$ cat src/rtl/bpu_resolve_queue.sv
// bpu_resolve_queue: in-order queue of fetch prediction records, checked against EX resolution.
// Defining BPU_PERF_CNT_EN adds resolve/mispredict performance counters.
module bpu_resolve_queue #(
    parameter int DEPTH = 8,
    parameter int AW    = 32
) (
    input  logic          clk,
    input  logic          rst,
    input  logic          flush_i,
    input  logic          push_valid_i,
    output logic          push_ready_o,
    input  logic [AW-1:0] push_pc_i,
    input  logic [1:0]    push_type_i,
    input  logic          push_taken_i,
    input  logic [AW-1:0] push_target_i,
    input  logic          ex_valid_i,
    input  logic [AW-1:0] ex_pc_i,
    input  logic [1:0]    ex_type_i,
    input  logic          ex_taken_i,
    input  logic [AW-1:0] ex_target_i,
    input  logic          ex_link_i,
`ifdef BPU_PERF_CNT_EN
    output logic [31:0]   perf_resolve_o,
    output logic [31:0]   perf_mispredict_o,
`endif
    output logic [1:0]    ex_branch_type_o,
    output logic          ex_set_register_o,
    output logic [AW-1:0] ex_inst_addr_o,
    output logic          redirect_valid_o,
    output logic [AW-1:0] redirect_pc_o,
    output logic          orphan_o
);
    localparam int PW = $clog2(DEPTH);

    typedef enum logic {RUN, RECOVER} state_t;

    state_t          state_q, state_d;
    logic [PW-1:0]   rd_ptr_q, rd_ptr_d, wr_ptr_q, wr_ptr_d;
    logic [PW:0]     count_q, count_d;
    logic [AW-1:0]   pc_mem [DEPTH];
    logic [AW-1:0]   target_mem [DEPTH];
    logic [1:0]      type_mem [DEPTH];
    logic            taken_mem [DEPTH];
    logic [1:0]      ex_branch_type_q, ex_branch_type_d;
    logic            ex_set_register_q, ex_set_register_d;
    logic [AW-1:0]   ex_inst_addr_q, ex_inst_addr_d;
    logic            redirect_valid_q, redirect_valid_d;
    logic [AW-1:0]   redirect_pc_q, redirect_pc_d;
    logic            orphan_q, orphan_d;
    logic            resolve, pop, orphan, mispredict, recover, push, clr, live;
`ifdef BPU_PERF_CNT_EN
    logic [31:0]     perf_resolve_q, perf_resolve_d, perf_mispredict_q, perf_mispredict_d;
`endif

    assign push_ready_o = (count_q < (PW+1)'(DEPTH)) && (state_q == RUN);

    always_comb begin
        resolve    = ex_valid_i && (state_q == RUN);
        pop        = resolve && (count_q != '0);
        orphan     = resolve && (count_q == '0);
        mispredict = pop && ((pc_mem[rd_ptr_q] != ex_pc_i) || (taken_mem[rd_ptr_q] != ex_taken_i)
                     || (ex_taken_i && (target_mem[rd_ptr_q] != ex_target_i))
                     || (type_mem[rd_ptr_q] != ex_type_i));
        recover    = mispredict || orphan;
        // A push racing a redirect belongs to the wrong path and is dropped.
        push       = push_valid_i && push_ready_o && !recover && !flush_i;
        clr        = flush_i || recover;
        live       = resolve && !flush_i;
        rd_ptr_d   = clr ? '0 : rd_ptr_q + PW'(pop);
        wr_ptr_d   = clr ? '0 : wr_ptr_q + PW'(push);
        count_d    = clr ? '0 : count_q + (PW+1)'(push) - (PW+1)'(pop);
        state_d    = (recover && !flush_i) ? RECOVER : RUN;
        ex_branch_type_d  = live ? ex_type_i : 2'b00;
        ex_set_register_d = live && ex_link_i && (ex_type_i != 2'b00);
        ex_inst_addr_d    = live ? ex_pc_i : '0;
        redirect_valid_d  = recover && !flush_i;
        redirect_pc_d     = redirect_valid_d ? (ex_taken_i ? ex_target_i : ex_pc_i + AW'(8)) : '0;
        orphan_d          = orphan && !flush_i;
`ifdef BPU_PERF_CNT_EN
        perf_resolve_d    = perf_resolve_q + 32'(pop && !flush_i);
        perf_mispredict_d = perf_mispredict_q + 32'(mispredict && !flush_i);
`endif
    end

    always_ff @(posedge clk) begin
        if (push) begin
            pc_mem[wr_ptr_q]     <= push_pc_i;
            target_mem[wr_ptr_q] <= push_target_i;
            type_mem[wr_ptr_q]   <= push_type_i;
            taken_mem[wr_ptr_q]  <= push_taken_i;
        end
    end

    always_ff @(posedge clk) begin
        if (!rst) begin
            state_q           <= RUN;
            rd_ptr_q          <= '0;
            wr_ptr_q          <= '0;
            count_q           <= '0;
            ex_branch_type_q  <= '0;
            ex_set_register_q <= 1'b0;
            ex_inst_addr_q    <= '0;
            redirect_valid_q  <= 1'b0;
            redirect_pc_q     <= '0;
            orphan_q          <= 1'b0;
`ifdef BPU_PERF_CNT_EN
            perf_resolve_q    <= '0;
            perf_mispredict_q <= '0;
`endif
        end else begin
            state_q           <= state_d;
            rd_ptr_q          <= rd_ptr_d;
            wr_ptr_q          <= wr_ptr_d;
            count_q           <= count_d;
            ex_branch_type_q  <= ex_branch_type_d;
            ex_set_register_q <= ex_set_register_d;
            ex_inst_addr_q    <= ex_inst_addr_d;
            redirect_valid_q  <= redirect_valid_d;
            redirect_pc_q     <= redirect_pc_d;
            orphan_q          <= orphan_d;
`ifdef BPU_PERF_CNT_EN
            perf_resolve_q    <= perf_resolve_d;
            perf_mispredict_q <= perf_mispredict_d;
`endif
        end
    end

    assign ex_branch_type_o  = ex_branch_type_q;
    assign ex_set_register_o = ex_set_register_q;
    assign ex_inst_addr_o    = ex_inst_addr_q;
    assign redirect_valid_o  = redirect_valid_q;
    assign redirect_pc_o     = redirect_pc_q;
    assign orphan_o          = orphan_q;
`ifdef BPU_PERF_CNT_EN
    assign perf_resolve_o    = perf_resolve_q;
    assign perf_mispredict_o = perf_mispredict_q;
`endif
endmodule

$ cat config.mk
export PLATFORM = sky130hd
export DESIGN_NAME = bpu_resolve_queue
export DESIGN_NICKNAME = d
export VERILOG_FILES = /design/src/rtl/bpu_resolve_queue.sv
export SDC_FILE = /design/constraint.sdc
export NUM_CORES = 1
export LEC_CHECK = 0
export BUFFER_PORTS_ARGS = -buffer_cell sky130_fd_sc_hd__buf_2
export CAP_MARGIN = 20
export CORE_UTILIZATION = 30
export DETAILED_ROUTE_END_ITERATION = 6
export GPL_ROUTABILITY_DRIVEN = 0
export SYNTH_ARGS = -nofsm -noshare
export SYNTH_HDL_FRONTEND = slang
export SYNTH_SLANG_ARGS = --single-unit
$ cat constraint.sdc
create_clock -name clk -period 9.4 [get_ports clk]
set_input_delay 1.88 -clock clk [delete_from_list [all_inputs] [get_ports clk]]
set_output_delay 1.88 -clock clk [all_outputs]
set_load 0.005 [all_outputs]
## After elaboration in Yosys (flattened, before gate mapping)

Memory sizes are Yosys's and may differ from the RTL's. A register that Yosys moved wholly into a read port is not among the register bits.
Index checks and enable logic that the tools add are counted.

| word-level totals | value |
|---|---|
| register bits | 80 |
| memory bits (writable) | 536 |
| memories kept | 4 |

Memory list:

| memory | words | width | rd ports | clocked after memory_dff | wr ports | line | source |
|---|---|---|---|---|---|---|---|
| pc_mem | 8 | 32 | 1 | 1 | 1 | 40 | `logic [AW-1:0] pc_mem [DEPTH];` |
| target_mem | 8 | 32 | 1 | 1 | 1 | 41 | `logic [AW-1:0] target_mem [DEPTH];` |
| type_mem | 8 | 2 | 1 | 1 | 1 | 42 | `logic [1:0] type_mem [DEPTH];` |
| taken_mem | 8 | 1 | 1 | 1 | 1 | 43 | `logic taken_mem [DEPTH];` |

| operators by class | value |
|---|---|
| add/sub/neg operators | 5 |
| order comparisons | 1 |
| eq/ne operators | 4 |
| muxes and demuxes | 8 |
| bitwise logic cells | 2 |
| reduce and logical (&&, ||, !) cells | 27 |

Operators by type and width:

| kind | number |
|---|---|
| 32-bit inequality test | 2 |
| 32-bit by 4-bit adder with 32-bit output (second input constant) | 1 |
| 32-bit 2-to-1 mux | 1 |
| 1-bit logical AND | 14 |
| 3-bit 2-to-1 mux | 4 |
| 3-bit by 1-bit adder with 3-bit output | 2 |
| 1-bit logical OR | 5 |
| 4-bit by 1-bit adder with 4-bit output | 1 |
| 4-bit logical NOT | 1 |
| 4-bit < comparator (second input constant) | 1 |
| 2-bit AND reduction | 2 |
| 4-bit nonzero test | 1 |
| 4-bit by 1-bit subtractor with 4-bit output | 1 |
| 1-bit 2-to-1 mux | 3 |
| 1-bit logical NOT | 2 |
| 2-bit inequality test | 1 |
| 1-bit NOT | 2 |
| 2-bit nonzero test | 1 |
| 2-bit OR reduction | 1 |
| 1-bit inequality test | 1 |

## Logic depth before layout (Yosys ltp)

Gate-level depths: netlist of run 1.

| logic depth | value |
|---|---|
| word-level depth | 11 |
| mapped depth | 22 |
| mapped depth without buffers | 16 |

## Least setup slack after synthesis of run 1

OpenSTA, ideal clock, no wires.

| path | value |
|---|---|
| path kind | input to register |
| start | input port ex_pc_i[28] |
| end | memory pc_mem[1][0] (enable) |
| data arrival time | 7.898 ns |
| data required time | 8.812 ns |
| slack | 0.914 ns |
| stages | 7 |
| buffers on the path | 1 |
| cells stage by stage | xor2_1 nand4_1 or4_1 nor4_2 a31oi_1 buf_2 nor3b_1 |

| on the way | value |
|---|---|
| word-level cells in the longest chain between the ends | 11 |

Ends and longest elaborated chain:

| element | line | source |
|---|---|---|
| start, declared | 17 | `input logic [AW-1:0] ex_pc_i,` |
| 32-bit inequality test | 61 | `mispredict = pop && ((pc_mem[rd_ptr_q] != ex_pc_i) \|\| (taken_mem[rd_ptr_q] != ex_taken_i)` |
| 1-bit logical OR | 61 |  |
| 1-bit logical OR | 62 | `\|\| (ex_taken_i && (target_mem[rd_ptr_q] != ex_target_i))` |
| 1-bit logical OR | 63 | `\|\| (type_mem[rd_ptr_q] != ex_type_i));` |
| 1-bit logical AND | 61 |  |
| 1-bit logical OR | 64 | `recover = mispredict \|\| orphan;` |
| 1-bit logical NOT | 66 | `push = push_valid_i && push_ready_o && !recover && !flush_i;` |
| 1-bit logical AND (2 in series) | 66 |  |
| 1-bit 2-to-1 mux | 86 | `if (push) begin` |
| 1-bit 2-to-1 mux (not written as such) | 87 | `pc_mem[wr_ptr_q] <= push_pc_i;` |
| end, declared | 40 |  |

Every way passes these cells.

==> run metrics, run 1 <==
Cell Rows 103; H-tree levels 2; share of power burned in registers 52.0%; pwr dens 200 nW/um^2; Initial Util 30.5%; root buffer cell clkbuf_16; WL per Instance about 24 um; Vias/cell 4.85; ratio of final minimum period to clock period around 65%; Initial DRC Count around 1,200; placed inst area 26,500 um^2; layout cells sized above 1 ~27%; largest net degree at the start of global routing between 80 and 90; vias in the first global route 13,200; cells after synthesis ~1,400; Sw Ratio approximately a fifth; Layout area overhead 18.7%; Core Region 79,400 um^2; layout net count 1,747; critical path launch point type flop; Clock Sinks 615; grt ovf 0; fin. max-slew vios 0; syn_nets 1,510; met2 usage between 20% and 30%; Max Fclk 0.163 GHz; most numerous cell in the Yosys netlist edfxtp_1; post-CTS setup buffer count 0; HPWL Detailed approximately 43,000 um; Req. time, crit path 9.63 ns; synthesized flop and latch total 615; clk buf depth 3; Rel. slew slack 28.4%; Post-synth EDFFs 536; Worst-Skew Late Latency 0.69 ns; via count 13,100; Hold Slack 0.582 ns; DRC viols 0; Netlist cell types between 40 and 50; first-pass GRT wire length 92,600 um; Synthesis Warnings 0; pre-CTS setup slack 3.15 ns; Layout fillers 7,438; Hold/Removal Path Class flop to flop; clock skew 0.0997 ns; max cap viols 0; internal power 4.55 mW; top cells by count, synth edfxtp_1 (536), mux2i_1 (146), mux4_2 (84), nor2_1 (80), dfxtp_1 (79); M3 GR Usage 4.75%; Most Crowded Layer GR met2; I/O pin cnt 210; post-layout util between 30% and 40%; status finished clean; antenna violations before repair 25; CTS tree yes; Synth area leaders edfxtp_1 (66%), mux4_2 (7.8%), dfxtp_1 (6.5%), mux2i_1 (6.0%), xnor2_1 (1.6%); Post-Syn Area 24,200 um^2; Port Buffers 209; Final Critical Period 6.13 ns; Setup-failing EPs final 0; worst-path maximum fanout 41; Tot Pwr around 5.7 mW; Synth async-reset ratio 0%; Total Routing Usage GR 15.7%; Worst Setup End Kind flop; post_cts resized 0; die height 286 um; Register-to-Register Path Depth 11; DRT Pass-1 Iters 5; CTS Hold Buffers Added 0; clock share of power 44.4%; Switch Pwr 1.20 mW; die footprint a little over 80,000 um^2; Synth top area share 66.5%; WS Path Type flop to flop; worst hold path depth 3; die width 286 um; Finished Cell Area 28,700 um^2; Combinational Power Share under 10%; largest area contributor in the netlist edfxtp_1; RSZ-0062 raised after global routing false; leakage 9.40 nW; sequential share of the synthesized area 73.0%; post-route antenna net violation count 0; worst path arrival time 6.36 ns; total CTS buffers 60; Peak VDD IR 176 uV; Reg clk slew, reported paths 0.06 ns; slew of the pin with the lowest slew margin 1.07 ns; Synth Flop Type edfxtp_1; GR met1 Demand/Resource 21.2%; Cell Count, Final, Fillers Out 2,703; post-detailed-routing wire length 65,000 um; Final WS setup 3.27 ns; final count of hold timing violations 0; Placed Instances 2,584; syn_area_per_cell roughly 18 um^2; setup_tns 0 ns
[registers in the layout, summed over array words and instances, names as in the netlist]
name,count
orphan_o,1
target_mem,256
wr_ptr_q,3
type_mem,16
redirect_pc_o,32
ex_set_register_o,1
ex_inst_addr_o,32
state_q,1
ex_branch_type_o,2
count_q,4
taken_mem,8
pc_mem,256
rd_ptr_q,3
[path summary, 6_finish.rpt]
kind	endpoint	from	slack (ns)
worst min register to register	wr_ptr_q[2]$_SDFF_PP0_	wr_ptr_q[2]$_SDFF_PP0_	0.58
worst min-delay path	wr_ptr_q[2]$_SDFF_PP0_	wr_ptr_q[2]$_SDFF_PP0_	0.58
worst max register to register	pc_mem[3][16]$_DFFE_PP_	rd_ptr_q[2]$_SDFF_PP0_	3.27
worst max-delay path	pc_mem[3][16]$_DFFE_PP_	rd_ptr_q[2]$_SDFF_PP0_	3.27
[cells by family after synthesis]
group           share of synthesized area [%]
buf+inv                                  1.55
flops                                    73.0
fa+ha+maj                               0.599
simple gates                             5.02
mux                                      13.8
compound gates                           3.15
xor+xnor                                 2.82
[routing by layer]
layer	vias up	part of all wire (%)
met5	-	0.11
met4	12	1.9
met3	93	9.0
met2	527	46
met1	6659	43
li1	5815	-
[layout by cell type, fill, tap and decap left out, types with 3 or more instances in the layout]
master / synthesis / routed
buf_2: 20 / 209
mux2i_1: 146 / 146
dfxtp_1: 79 / 76
or3_1: 4 / 4
inv_1: 10 / 10
clkinv_1: 0 / 3
dfxtp_4: 0 / 3
diode_2: 0 / 5
clkbuf_1: 16 / 6
nand2_1: 34 / 34
clkinv_16: 0 / 3
nor2_1: 80 / 78
buf_4: 14 / 23
and3_1: 21 / 21
and2_1: 35 / 35
bufinv_16: 0 / 5
xor2_1: 33 / 33
o21ai_0: 6 / 6
clkbuf_8: 0 / 10
xnor2_1: 45 / 45
edfxtp_1: 536 / 536
nor3_1: 4 / 3
a22oi_1: 48 / 48
mux4_2: 84 / 84
o22a_1: 8 / 8
a21oi_1: 48 / 48
nand3_1: 12 / 12
nor2b_1: 13 / 12
nor4_1: 9 / 9
clkbuf_16: 0 / 66
clkinv_2: 0 / 12
ha_1: 10 / 10
inv_4: 0 / 4
nand4_1: 11 / 11
[worst max-delay path, cell delays in order (launching register included)]
cell and delay, ns:
dfxtp_4 0.60, buf_4 0.53, nor2b_1 0.92, a22oi_1 0.32, a21oi_1 0.49, o22a_1 0.20
nand4_1 0.14, o41ai_2 0.51, a31oi_2 0.14, buf_4 0.26, nor2_4 0.82, buf_4 0.71
[layout make-up]
type / count / area [um^2] / share of cell area (%)
diodes: 5 / 12.5 / 0.0435
clock buffers: 82 / 1810 / 6.30
clock inverters: 32 / 378 / 1.31
inverters: 10 / 37.5 / 0.131
multi-input cells: 673 / 6230 / 21.7
flip-flops and latches: 615 / 17700 / 61.5
well taps: 1050 / 1310 / 4.57
repair buffers: 236 / 1280 / 4.46
[power by group through the flow]
stage	registers [mW]	logic [mW]	clock network, mW
2_1_floorplan	3.05	0.0748	0
3_5_place_dp	3.05	0.210	0
6_report	2.99	0.209	2.55
3_3_place_gp	3.05	0.206	0
5_1_grt	2.99	0.226	2.71
4_1_cts	2.99	0.211	2.61
No activity file was read; power rests on OpenSTA's default activity.
==> inputs of run 2 (changes only) <==
--- a/config.mk
+++ b/config.mk
@@ -5,6 +5,7 @@
 export SDC_FILE = /design/constraint.sdc
 export NUM_CORES = 1
 export LEC_CHECK = 0
+export ABC_AREA = 1
 export BUFFER_PORTS_ARGS = -buffer_cell sky130_fd_sc_hd__buf_2
 export CAP_MARGIN = 20
 export CORE_UTILIZATION = 30
==> constraint.sdc (replaced) <==
create_clock -name clk -period 5.3 [get_ports clk]
set_input_delay 1.06 -clock clk [delete_from_list [all_inputs] [get_ports clk]]
set_output_delay 1.06 -clock clk [all_outputs]
set_load 0.005 [all_outputs]
==> run 2 against run 1 <==
Against the previous run: wire length is 24% higher; global-route usage increased by 2.1 points; core utilization shrank 0.62 points.
==> run metrics, run 2 <==
die footprint a little under 90,000 um^2; sequential share of the synthesized area 67.0%; Layout area overhead 17.2%; largest area contributor in the netlist edfxtp_1; clk buf depth 3; leakage 12.8 nW; worst path arrival time a little under 5 ns; Post-synth EDFFs between 500 and 600; layout cells sized above 1 approximately an eighth; Synth top area share 61.0%; Post-Syn Area roughly 26,000 um^2; Vias/cell 4.64; syn_nets 2,795; Total Routing Usage GR 17.8%; Combinational Power Share 3.9%; DRC viols 0; Max Fclk 0.230 GHz; post-CTS setup buffer count 0; top cells by count, synth nand2_1 (852), edfxtp_1 (536), nand3_1 (327), inv_1 (294), nor2_1 (269); most numerous cell in the Yosys netlist nand2_1; Sw Ratio 21.6%; Core Region 86,900 um^2; clock share of power 44.6%; DRT Pass-1 Iters 6; largest net degree at the start of global routing 145; die height 299 um; antenna violations before repair 39; total CTS buffers 69; post_cts resized 0; GR met1 Demand/Resource around 24%; ratio of final minimum period to clock period ~82%; internal power 8.07 mW; Peak VDD IR 229 uV; clock skew 0.0344 ns; vias in the first global route about 18,000; I/O pin cnt 210; Worst Setup End Kind flop; Cell Rows 108; M3 GR Usage 4.91%; CTS Hold Buffers Added 0; share of power burned in registers 51.5%; Switch Pwr 2.23 mW; post-route antenna net violation count 0; WL per Instance between 15 and 20 um; H-tree levels 3; Final Critical Period 4.35 ns; critical path launch point type flop; Initial Util 30.4%; Netlist cell types 31; Initial DRC Count 1,731; Port Buffers 209; Setup-failing EPs final 0; slew of the pin with the lowest slew margin 1.00 ns; Most Crowded Layer GR met2; grt ovf 0; fin. max-slew vios 0; cells after synthesis between 2,000 and 3,000; Req. time, crit path 5.80 ns; Hold/Removal Path Class flop to flop; Rel. slew slack about a third; pwr dens about 330 nW/um^2; status finished clean; syn_area_per_cell 9.98 um^2; max cap viols 0; setup_tns 0 ns; RSZ-0062 raised after global routing false; HPWL Detailed approximately 50,000 um; Reg clk slew, reported paths 0.06 ns; final count of hold timing violations 0; Synth async-reset ratio 0%; first-pass GRT wire length around 120,000 um; Worst-Skew Late Latency 0.61 ns; flop-to-flop setup slack around 0.95 ns; worst-path maximum fanout 78; Synth Flop Type edfxtp_1; via count 18,800; Layout fillers 8,583; die width approximately 300 um; layout net count 2,986; met2 usage 27.2%; post-detailed-routing wire length just over 80,000 um; synthesized flop and latch total ~600; WS Path Type flop to flop; top flop regs pc_mem: 256 flops, target_mem: 256 flops; Synth area leaders edfxtp_1 (61%), nand2_1 (12%), nand3_1 (6.2%), dfxtp_1 (6.0%), inv_1 (4.2%); Clock Sinks between 600 and 700; Tot Pwr 10.3 mW; Synthesis Warnings 0; CTS tree yes; root buffer cell clkbuf_16; commonest non-fill, non-tap cell in the layout nand2_1; commonest non-fill, non-tap cells in the layout nand2_1 (852), edfxtp_1 (536), nand3_1 (327)
-- run 2: cell types whose count changed after synthesis, moves of 84 or more --
cell	before	now
inv_1	10	294
mux2i_1	146	0
mux4_2	84	0
nand2_1	34	852
nand3_1	12	327
nor2_1	80	269
-- run 2: logic make-up (layout without fill, tap and decap cells) --
| logic type | after synthesis | count (layout) | share of synthesized area [%] |
|---|---|---|---|
| AND/OR/NAND/NOR | 1472 | 1472 | 22.8 |
| XOR/XNOR | 20 | 20 | 0.664 |
| other | 0 | 14 | 0 |
| adder cells (fa/ha/maj) | 11 | 11 | 0.550 |
| flip-flops | 615 | 615 | 67.0 |
| AO/OA/AOI/OAI | 111 | 111 | 2.18 |
| buffers and inverters | 415 | 660 | 6.83 |
-- run 2: metal layers --
| metal | vias to the layer above | wire, um |
|---|---|---|
| li1 | 9036 | - |
| met2 | 680 | 36000 |
| met1 | 8928 | 35000 |
| met4 | 36 | 2380 |
| met3 | 156 | 6900 |
| met5 | - | 296 |
-- run 2: metrics by stage --
step | hold slack [ns] | cell area, um^2 | util [%] | worst slack, ns | instances
floorplan | 0.493 | 26400 | - | -0.141 | 2644
global placement | 0.595 | 28700 | 33.1 | 1.03 | 3919
detailed placement | 0.602 | 28700 | 33.1 | 0.980 | 3919
CTS | 0.615 | 30900 | 35.5 | 0.978 | 4044
global route | 0.649 | 30900 | 35.6 | 0.643 | 4049
finish | 0.608 | 30900 | 35.6 | 0.945 | 4058
-- run 2: area by class of cell --
| type | instances | area [um^2] | share of cell area, % |
|---|---|---|---|
| Antenna cell | 14 | 35.0 | 0.113 |
| Clock buffer | 94 | 1970 | 6.36 |
| Clock inverter | 31 | 201 | 0.651 |
| Inverter | 297 | 1120 | 3.63 |
| Multi-Input combinational cell | 1614 | 6960 | 22.5 |
| Sequential cell | 615 | 17700 | 57.2 |
| Tap cell | 1155 | 1450 | 4.67 |
| Timing Repair Buffer | 238 | 1500 | 4.86 |
-- run 2: path summary, 6_finish.rpt --
path	cells past startpoint	to	startpoint
hold / removal	3	count_q[0]$_SDFF_PP0_	count_q[0]$_SDFF_PP0_
setup / recovery	24	count_q[2]$_SDFF_PP0_	rd_ptr_q[0]$_SDFF_PP0_
setup reg to reg	24	count_q[2]$_SDFF_PP0_	rd_ptr_q[0]$_SDFF_PP0_
hold reg to reg	3	count_q[0]$_SDFF_PP0_	count_q[0]$_SDFF_PP0_
-- run 2: power groups by stage --
stage | combinational (mW) | sequential (mW) | clock (mW)
4_1_cts | 0.404 | 5.30 | 4.67
2_1_floorplan | 0.156 | 5.41 | 0
6_report | 0.404 | 5.30 | 4.59
3_3_place_gp | 0.399 | 5.40 | 0
3_5_place_dp | 0.402 | 5.40 | 0
5_1_grt | 0.443 | 5.30 | 4.86
-- run 2: critical path, cell delays in order (launching register included) --
cell and delay [ns]:
dfxtp_4 0.37, inv_6 0.52, buf_12 0.29, nand2_1 0.09, nand2_1 0.06, nand2_1 0.05
nand3_1 0.15, nand2_1 0.07, nand2_1 0.05, nand2_1 0.13, nor2_1 0.28, nand2_1 0.08
nor2_1 0.11, nand3_1 0.12, nor2_1 0.19, nand2_1 0.15, nand2_2 0.13, nand2_2 0.17
ha_1 0.38, inv_1 0.05, ha_1 0.15, inv_1 0.05, fa_1 0.36, xor2_1 0.14
nor2_1 0.06
==> inputs of run 3 (changes only) <==
==> constraint.sdc (replaced) <==
create_clock -name clk -period 3.6 [get_ports clk]
set_input_delay 0.72 -clock clk [delete_from_list [all_inputs] [get_ports clk]]
set_output_delay 0.72 -clock clk [all_outputs]
set_load 0.005 [all_outputs]
==> run 3 against run 2 <==
Against the previous run: via count rose by 3.8%; clock skew is 0.0046 ns lower; power rose by 52%; critical path type unchanged; design area rose by 6.9%; first-iteration DRC count is 18% higher; cell count increased by 3.2%; sequential power increased by 47%.
==> run metrics, run 3 (same netlist as run 2, synthesis figures left out) <==
status finished clean; total CTS buffers 70; HPWL Detailed 55,400 um; Worst setup startpoint rd_ptr_q[0]$_SDFF_PP0_; worst setup path end target_mem[6][17]$_DFFE_PP_; Total Routing Usage GR 18.1%; layout cells sized above 1 17.6%; Rel. slew slack 55.1%; Port Buffers 209; Clock Sinks 615; DRC viols 0; Layout area overhead 25.4%; post-route antenna net violation count 0; met2 usage 27.4%; Placed Instances 4,013; root buffer cell clkbuf_16; H-tree levels 3; die height 299 um; Max Fclk 0.291 GHz; CTS tree yes; Worst Setup End Kind flop; ratio of final minimum period to clock period 95.5%; DRT Pass-1 Iters 5; I/O pin cnt 210; Register-to-Register Path Depth 18; Reg clk slew, reported paths around 0.060 ns; worst hold path depth 3; Worst-Skew Late Latency 0.63 ns; leakage around 14 nW; commonest non-fill, non-tap cell in the layout nand2_1; WL per Instance approximately 20 um; GR met1 Demand/Resource 24.8%; first-pass GRT wire length 118,000 um; commonest non-fill, non-tap cells in the layout nand2_1 (843), edfxtp_1 (536), nand3_1 (320); fin. max-slew vios 0; grt ovf 0; Initial Util 30.4%; Core Region 86,900 um^2; critical path launch point type flop; final count of hold timing violations 0; antenna violations before repair 24; flop-to-flop setup slack 0.16 ns; vias in the first global route 18,000; Setup-failing EPs final 0; CP max stage delay 0.47 ns; layout net count 3,119; Cell Rows 108; CTS Hold Buffers Added 0; Hold/Removal Path Class primary input to flop; die footprint 89,100 um^2; post-detailed-routing wire length between 80,000 and 90,000 um; WS Path Type flop to flop; Most Crowded Layer GR met2; clk buf depth 3; Peak VDD IR around 300 uV; Final Critical Period 3.44 ns; Crit-path slowest cell dfxtp_4; Hold Slack 0.358 ns; largest net degree at the start of global routing 84; Req. time, crit path 3.90 ns; reg-to-reg endpoint target_mem[6][17]$_DFFE_PP_; top flop regs pc_mem: 256 flops, target_mem: 256 flops; Cell Count, Final, Fillers Out 4,186; FF-to-FF Start rd_ptr_q[0]$_SDFF_PP0_; M3 GR Usage 5.31%; CP Cell Sequence buf_12, buf_4, buf_6, o21ai_0, o22ai_1, nand2_1, nand3_1, nand3_1, nor2_1, nand3_1, nor2_4, nand2_2, nand2_2, buf_4, nand3_2, nor2_4, buf_4, buf_12; worst-path maximum fanout 20; pwr dens 474 nW/um^2; die width 299 um; clock skew between 0.02 and 0.03 ns; via count between 15,000 and 20,000; Vias/cell 4.67; Initial DRC Count 2,050; worst path arrival time 3.74 ns; slew of the pin with the lowest slew margin ~0.67 ns; max cap viols 0
-- run 3: worst min path at each step --
| stage | end | start |
|---|---|---|
| floorplan | orphan_o$_SDFF_PN0_ | count_q[0]$_SDFF_PP0_ |
| global placement | wr_ptr_q[2]$_SDFF_PP0_ | wr_ptr_q[2]$_SDFF_PP0_ |
| detailed placement | count_q[0]$_SDFF_PP0_ | count_q[0]$_SDFF_PP0_ |
| CTS | ex_set_register_o$_SDFF_PN0_ | ex_link_i |
| global route | ex_set_register_o$_SDFF_PN0_ | ex_link_i |
| finish | ex_set_register_o$_SDFF_PN0_ | ex_link_i |
-- run 3: metrics by stage --
stage	instance area, um^2	total power [mW]	TNS, ns	setup slack [ns]	util (%)
2_1_floorplan	26400	8.19	-216.58	-0.411	-
3_3_place_gp	29900	8.59	0	0.00278	34.4
3_5_place_dp	29900	8.60	0	0.0333	34.4
4_1_cts	32200	15.8	0	0.00488	37.1
5_1_grt	33100	16.1	-0.108	-0.00969	38.0
6_report	33100	15.7	0	0.161	38.1
-- run 3: routing by layer --
metal / up-vias / wire length [um]
li1: 9310 / -
met1: 9275 / 36800
met2: 798 / 38000
met3: 143 / 8250
met4: 26 / 2360
met5: - / 155
-- run 3: timing repair --
| action | CTS | global route |
|---|---|---|
| endpoints found under the hold margin | 0 | 0 |
| pin swaps | 0 | 18 |
| setup endpoints to repair | 1 | 435 |
| resized for setup | 1 | 56 |
| buffers inserted | 0 | 17 |
| cloned | 0 | 21 |
-- run 3: area by class of cell --
type,count,area [um^2]
fillers,8383,53800
inverters,297,1130
multi-input cells,1614,7080
clock buffers,93,1950
flip-flops and latches,615,17700
clock inverters,35,388
repair buffers,368,3350
well taps,1155,1450
repair inverters,2,17.5
diodes,7,17.5
-- run 3: worst max-delay path, delay by kind of cell, from the launching register on --
kind	cells	cell delay (ns)
AOI/OAI and AO/OA	2	0.36
DFF	1	0.47
buffers and inverters	6	1.02
and+or+nand+nor	10	1.25
-- run 3: power by group --
group          switching (mW)  internal [mW]
registers              0.0140           7.79
clock network            2.91           4.28
logic                   0.463          0.199
total                    3.39           12.3
